<file path="config.mk">
export PLATFORM = sky130hd
export DESIGN_NAME = udp_rx_ram_writer
export DESIGN_NICKNAME = d
export VERILOG_FILES = /design/src/rtl/udp_rx_ram_writer.sv
export SDC_FILE = /design/constraint.sdc
export NUM_CORES = 1
export LEC_CHECK = 0
export ABC_AREA = 1
export CAP_MARGIN = 20
export CELL_PAD_IN_SITES_DETAIL_PLACEMENT = 1
export CELL_PAD_IN_SITES_GLOBAL_PLACEMENT = 2
export CORE_MARGIN = 4
export CORE_UTILIZATION = 37
export CTS_CLUSTER_DIAMETER = 80
export DETAILED_ROUTE_END_ITERATION = 10
export GPL_TIMING_DRIVEN = 0
export PLACE_DENSITY = 0.92
export SLEW_MARGIN = 0
export SYNTH_ARGS = -nofsm -noshare
export SYNTH_HDL_FRONTEND = slang
export SYNTH_SLANG_ARGS = --single-unit
</file>
<file path="constraint.sdc">
create_clock -name clk -period 9.45 [get_ports clk]
set_input_delay 1.4175 -clock clk [delete_from_list [all_inputs] [get_ports clk]]
set_output_delay 1.4175 -clock clk [all_outputs]
set_load 0.02 [all_outputs]
</file>
<file path="src/rtl/udp_rx_ram_writer.sv">
// UDP payload to circular RAM writer: buffers frames, commits good ones as
// (addr, len) descriptors and rolls back errored, truncated or overflowing frames.
//
//  state  | meaning
//  -------+-----------------------------------------------------------
//  S_IDLE | between frames, waiting for a sop byte
//  S_RECV | writing frame bytes at wr_ptr + cur_len
//  S_DROP | frame abandoned, discarding bytes until eop (or a new sop)
module udp_rx_ram_writer #(
    parameter int ADDR_WIDTH = 11,
    parameter int DESC_DEPTH = 4,
    parameter int CNT_WIDTH  = 16
) (
    input  logic                  clk,
    input  logic                  rst,
    input  logic [7:0]            s_data,
    input  logic                  s_valid,
    input  logic                  s_sop,
    input  logic                  s_eop,
    input  logic                  s_err,
    output logic [7:0]            ram_wr_data,
    output logic [ADDR_WIDTH-1:0] ram_wr_addr,
    output logic                  ram_wr_en,
    output logic                  desc_valid,
    input  logic                  desc_ready,
    output logic [ADDR_WIDTH-1:0] desc_addr,
    output logic [ADDR_WIDTH:0]   desc_len,
    input  logic                  rel_valid,
    input  logic [ADDR_WIDTH:0]   rel_len,
    output logic [ADDR_WIDTH:0]   used_bytes,
    output logic [CNT_WIDTH-1:0]  drop_cnt
);

    localparam int LW = ADDR_WIDTH + 1;
    localparam int PW = (DESC_DEPTH > 1) ? $clog2(DESC_DEPTH) : 1;
    localparam int CW = PW + 1;
    localparam int DW = ADDR_WIDTH + LW;
    localparam logic [ADDR_WIDTH+1:0] BUF_BYTES = {2'b01, {ADDR_WIDTH{1'b0}}};

    typedef enum logic [1:0] {
        S_IDLE = 2'd0,
        S_RECV = 2'd1,
        S_DROP = 2'd2
    } state_t;

    state_t                state;
    state_t                state_nxt;

    logic [LW-1:0]         cur_len;
    logic [ADDR_WIDTH-1:0] wr_ptr;
    logic [LW-1:0]         used_q;
    logic [CNT_WIDTH-1:0]  drop_q;

    logic                  push_q;
    logic [ADDR_WIDTH-1:0] push_addr_q;
    logic [LW-1:0]         push_len_q;

    logic [DW-1:0]         fifo_mem [DESC_DEPTH];
    logic [PW-1:0]         fifo_rp;
    logic [PW-1:0]         fifo_wp;
    logic [CW-1:0]         fifo_cnt;
    logic [DW-1:0]         fifo_head;

    logic                  sop_byte;
    logic                  frame_byte;
    logic [LW-1:0]         eff_len;
    logic [LW-1:0]         commit_len;
    logic                  space_full;
    logic                  pop;
    logic [CW:0]           fifo_occ;
    logic                  fifo_full;

    logic                  wr_byte;
    logic                  commit;
    logic                  abort;
    logic                  drop_now;

    logic [LW:0]           used_sum;
    logic [LW:0]           rel_amt;
    logic [LW-1:0]         used_nxt;
    logic [CNT_WIDTH:0]    drop_sum;
    logic [CNT_WIDTH-1:0]  drop_nxt;

    // A sop byte always restarts the frame, so its offset is zero whatever cur_len holds.
    assign sop_byte   = s_valid & s_sop;
    assign frame_byte = s_valid & (s_sop | (state == S_RECV));
    assign eff_len    = sop_byte ? '0 : cur_len;
    assign commit_len = eff_len + LW'(1);
    assign space_full = ({1'b0, used_q} + {1'b0, eff_len}) == BUF_BYTES;

    assign desc_valid = (fifo_cnt != '0);
    assign pop        = desc_valid & desc_ready;

    // Occupancy counts the push still in flight; a pop on this edge frees a slot.
    assign fifo_occ   = {1'b0, fifo_cnt} + {{CW{1'b0}}, push_q} - {{CW{1'b0}}, pop};
    assign fifo_full  = fifo_occ >= (CW+1)'(DESC_DEPTH);

    always_ff @(posedge clk) begin
        if (rst) begin
            state <= S_IDLE;
        end else begin
            state <= state_nxt;
        end
    end

    always_comb begin
        state_nxt = state;
        if (frame_byte) begin
            if (s_eop) begin
                state_nxt = S_IDLE;
            end else if (space_full) begin
                state_nxt = S_DROP;
            end else begin
                state_nxt = S_RECV;
            end
        end else if ((state == S_DROP) && s_valid && s_eop) begin
            state_nxt = S_IDLE;
        end
    end

    always_comb begin
        wr_byte  = frame_byte & ~space_full;
        abort    = sop_byte & (state == S_RECV);
        drop_now = frame_byte & (space_full | (s_eop & (s_err | fifo_full)));
        commit   = frame_byte & s_eop & ~space_full & ~s_err & ~fifo_full;
    end

    always_comb begin
        used_sum = {1'b0, used_q} + (commit ? {1'b0, commit_len} : '0);
        rel_amt  = rel_valid ? {1'b0, rel_len} : '0;
        used_nxt = (used_sum > rel_amt) ? LW'(used_sum - rel_amt) : '0;
        drop_sum = {1'b0, drop_q} + (CNT_WIDTH+1)'({1'b0, abort} + {1'b0, drop_now});
        drop_nxt = drop_sum[CNT_WIDTH] ? '1 : drop_sum[CNT_WIDTH-1:0];
    end

    always_ff @(posedge clk) begin
        if (rst) begin
            cur_len     <= '0;
            wr_ptr      <= '0;
            used_q      <= '0;
            drop_q      <= '0;
            ram_wr_en   <= 1'b0;
            ram_wr_addr <= '0;
            ram_wr_data <= '0;
            push_q      <= 1'b0;
            push_addr_q <= '0;
            push_len_q  <= '0;
        end else begin
            if (frame_byte) begin
                cur_len <= wr_byte ? commit_len : eff_len;
            end
            ram_wr_en <= wr_byte;
            if (wr_byte) begin
                ram_wr_addr <= wr_ptr + eff_len[ADDR_WIDTH-1:0];
                ram_wr_data <= s_data;
            end
            // The descriptor lands in the FIFO one edge after the last RAM write.
            push_q      <= commit;
            push_addr_q <= wr_ptr;
            push_len_q  <= commit_len;
            if (commit) begin
                wr_ptr <= wr_ptr + commit_len[ADDR_WIDTH-1:0];
            end
            used_q <= used_nxt;
            drop_q <= drop_nxt;
        end
    end

    always_ff @(posedge clk) begin
        if (rst) begin
            fifo_rp  <= '0;
            fifo_wp  <= '0;
            fifo_cnt <= '0;
        end else begin
            if (push_q) begin
                fifo_wp <= fifo_wp + PW'(1);
            end
            if (pop) begin
                fifo_rp <= fifo_rp + PW'(1);
            end
            fifo_cnt <= fifo_cnt + {{(CW-1){1'b0}}, push_q} - {{(CW-1){1'b0}}, pop};
        end
    end

    always_ff @(posedge clk) begin
        if (push_q) begin
            fifo_mem[fifo_wp] <= {push_addr_q, push_len_q};
        end
    end

    assign fifo_head  = fifo_mem[fifo_rp];
    assign desc_addr  = desc_valid ? fifo_head[DW-1:LW] : '0;
    assign desc_len   = desc_valid ? fifo_head[LW-1:0] : '0;
    assign used_bytes = used_q;
    assign drop_cnt   = drop_q;

endmodule

</file>
==> metrics <==
Leak Pwr=about 5.4 nW; Worst Hold Class=flop to flop; GRT Total Usage=between 20% and 30%; CP endpoint kind=flop; Avg Synthesized Cell Area=8.06 um^2; Unique masters post-synth=45; Place WS=between 0.7 and 0.8 ns; H-tree depth=4; pin count of the biggest net entering global routing=26; final setup margin=about 1.2 ns; core area=between 20000 and 30000 um^2; share of cells above drive strength 1=under 10%; Synth Instances=1300; Setup crit end=used_bytes[3]; Fin Setup TNS=0 ns; Period minus WS final=8.29 ns; placed cell area=roughly 12000 um^2; number of global-route vias before repair=approximately 9400; Final Max Slew Viols=0; clock buffer count from CTS=17; die width=roughly 180 um; Worst Path Arrival=about 8.6 ns; Synth Net Count=between 1000 and 1500; setup bufs post-CTS=0; initial core utilization=between 30% and 40%; first-pass GRT wire length=roughly 50000 um; Worst R2R Path Depth=37; DR vias=8927; total grt overflow=0; Worst Path Max Fanout=10; yosys warns=0; antenna viol nets, final=0; Finished Layout Cells=around 1800; crit share post-route=roughly 88%; CTS Hold Bufs=0; CTS root buffer=clkbuf_16; CTS tree=built; die area=around 31000 um^2; GP Congestion=about 0.86; drt wl/cell=approximately 17 um; commonest non-fill, non-tap cell in the layout=nor2_1; Clk Latency, worst-skew pair=between 0.4 and 0.5 ns; worst-margin pin slew=1.09 ns; Syn Std Cell Area=around 10000 um^2; final instance area=roughly 13000 um^2; row count=slightly above 60; Worst IR Drop VDD=0.136 mV; # nets final=roughly 1500; Max clock buf depth=2; clk_skew=between 0.015 and 0.02 ns; CP most frequent cell=nand2_1; Fin. Hold Viols=0; antenna cells=0; status=completed; I/O pins=100; reg-to-reg slack, setup=2.41 ns; reg-to-reg critical path endpoint=used_bytes[3]; FFs w/ async S/R, synth=0%; relative slew slack=~28%; Worst Path Required=slightly below 10 ns; Final Util=~45%; Slowest-stage cell, CP=nor2_1; initial antenna violation count=0; CP peak stage delay=approximately 0.7 ns; post-DR vias/cell=~4.9; most frequent cells in the layout=243 x nor2_1, 215 x nand2_1, 157 x inv_1; dpl hpwl=approximately 24000 um; Post-synth EDFFs=just over 90; area grow syn2layout=20.8%; startpoint types=input pin; Port-buffer cells=99; Seq/Total Area, Yosys=a little under half; 1st-iter DRT viols=between 300 and 400; main flop type after synthesis=dfxtp_1; number of synthesized register bits=between 150 and 200; RSZ-0062 raised after global routing=false; max-cap viol count=0; final wirelength=~31000 um; final hold slack=between 0.4 and 0.5 ns; Achievable Freq=about 120 MHz; crit path from=s_valid; post_cts resized=0; CP Class=input pin to flop; drt drc=0; CTS sink cnt=approximately 200; Worst-path clk slew=approximately 0.090 ns; Tot Pwr=between 3 and 4 mW; First-pass DRT Iterations=5; die height=around 180 um; Power Dens Cells=244 nW/um^2; worst reg2reg startpoint=fifo_cnt[1]; placed cells=1777; Final setup viols=0
report_power, final:
part           internal [mW]  switching (mW)  leakage [nW]
logic                  0.471           0.784          3.37
registers              0.957          0.0737          1.71
clock network          0.380           0.417         0.315
total                   1.81            1.27          5.39
synthesized netlist by cell type (2+ instances only):
library cell	n	share of area [%]
nor2_1	243	8.7
nand2_1	215	7.7
inv_1	157	5.6
dfxtp_1	106	20
o21ai_0	101	4.8
edfxtp_1	92	26
a21oi_1	84	4.0
nand3_1	56	2.7
ha_1	54	6.4
xor2_1	39	3.3
clkbuf_1	24	0.86
xnor2_1	14	1.2
nor3_1	12	0.57
o21bai_1	10	0.72
nand4_1	9	0.54
o21ai_1	9	0.43
a31oi_1	8	0.48
fa_1	5	0.96
buf_2	4	0.19
buf_6	4	0.43
inv_2	4	0.14
nand2_2	4	0.24
nand3b_1	4	0.29
nor4_1	4	0.24
or2_2	4	0.24
a21o_1	3	0.21
buf_1	3	0.11
buf_4	3	0.21
nand3_2	3	0.29
a21boi_0	2	0.14
nor2_4	2	0.21
nor3b_1	2	0.14
o2111ai_1	2	0.17
o211ai_1	2	0.14
o31ai_1	2	0.14
worst max-delay path, delay by kind of cell:
family,cells,cell delay (ns)
and+or+nand+nor,25,3.14
xor gates and xnor gates,1,0.16
adders and majority gates,4,1.18
buffers and inverters,9,1.79
AOI/OAI and AO/OA,5,0.89
per-layer routing:
layer	up-vias	part of all wire, %	track usage [%]
li1	4489	-	-
met1	4290	47	26.6
met2	122	50	36.4
met3	26	2.3	2.23
met4	0	1.1	4.74
met5	-	0	0
kinds of logic (layout without fill, tap and decap cells):
| group | count (synthesis) | after routing | share of synthesized area, % |
|---|---|---|---|
| xor gates and xnor gates | 53 | 53 | 4.43 |
| buffers and inverters | 200 | 333 | 7.61 |
| adders and majority gates | 59 | 59 | 7.40 |
| and+or+nand+nor | 563 | 563 | 22.4 |
| AOI/OAI and AO/OA | 227 | 227 | 11.6 |
| DFF | 198 | 198 | 46.6 |
state kept, by name (all words and copies together) (netlist names), named ones only:
register     cells
used_bytes      12
wr_ptr          11
push_q           1
push_len_q      12
fifo_wp          2
drop_cnt        16
ram_wr_en        1
fifo_rp          2
fifo_cnt         3
state            2
push_addr_q     11
cur_len         12
fifo_mem        92
ram_wr_addr     11
ram_wr_data      8
worst min path at each step:
stage | startpoint | end | slack, ns | depth (start not counted)
after global placement | push_addr_q[5] | fifo_mem[0][17] | 0.45 | 0
after CTS | push_addr_q[0] | fifo_mem[0][12] | 0.48 | 0
after detailed placement | push_addr_q[4] | fifo_mem[2][16] | 0.47 | 0
after floorplan | fifo_rp[1] | flop | 0.44 | 2
after global routing | push_addr_q[0] | fifo_mem[0][12] | 0.49 | 0
final | push_addr_q[0] | fifo_mem[0][12] | 0.48 | 0
cell type report:
type	instances	area [um^2]
Fill cell	3367	15200
Sequential cell	198	4880
Multi-Input combinational cell	902	4800
Timing Repair Buffer	101	1050
Inverter	162	608
Tap cell	378	473
Clock buffer	17	425
Clock inverter	15	230
Buffer	38	189
Power figures use the tool's default switching activity.
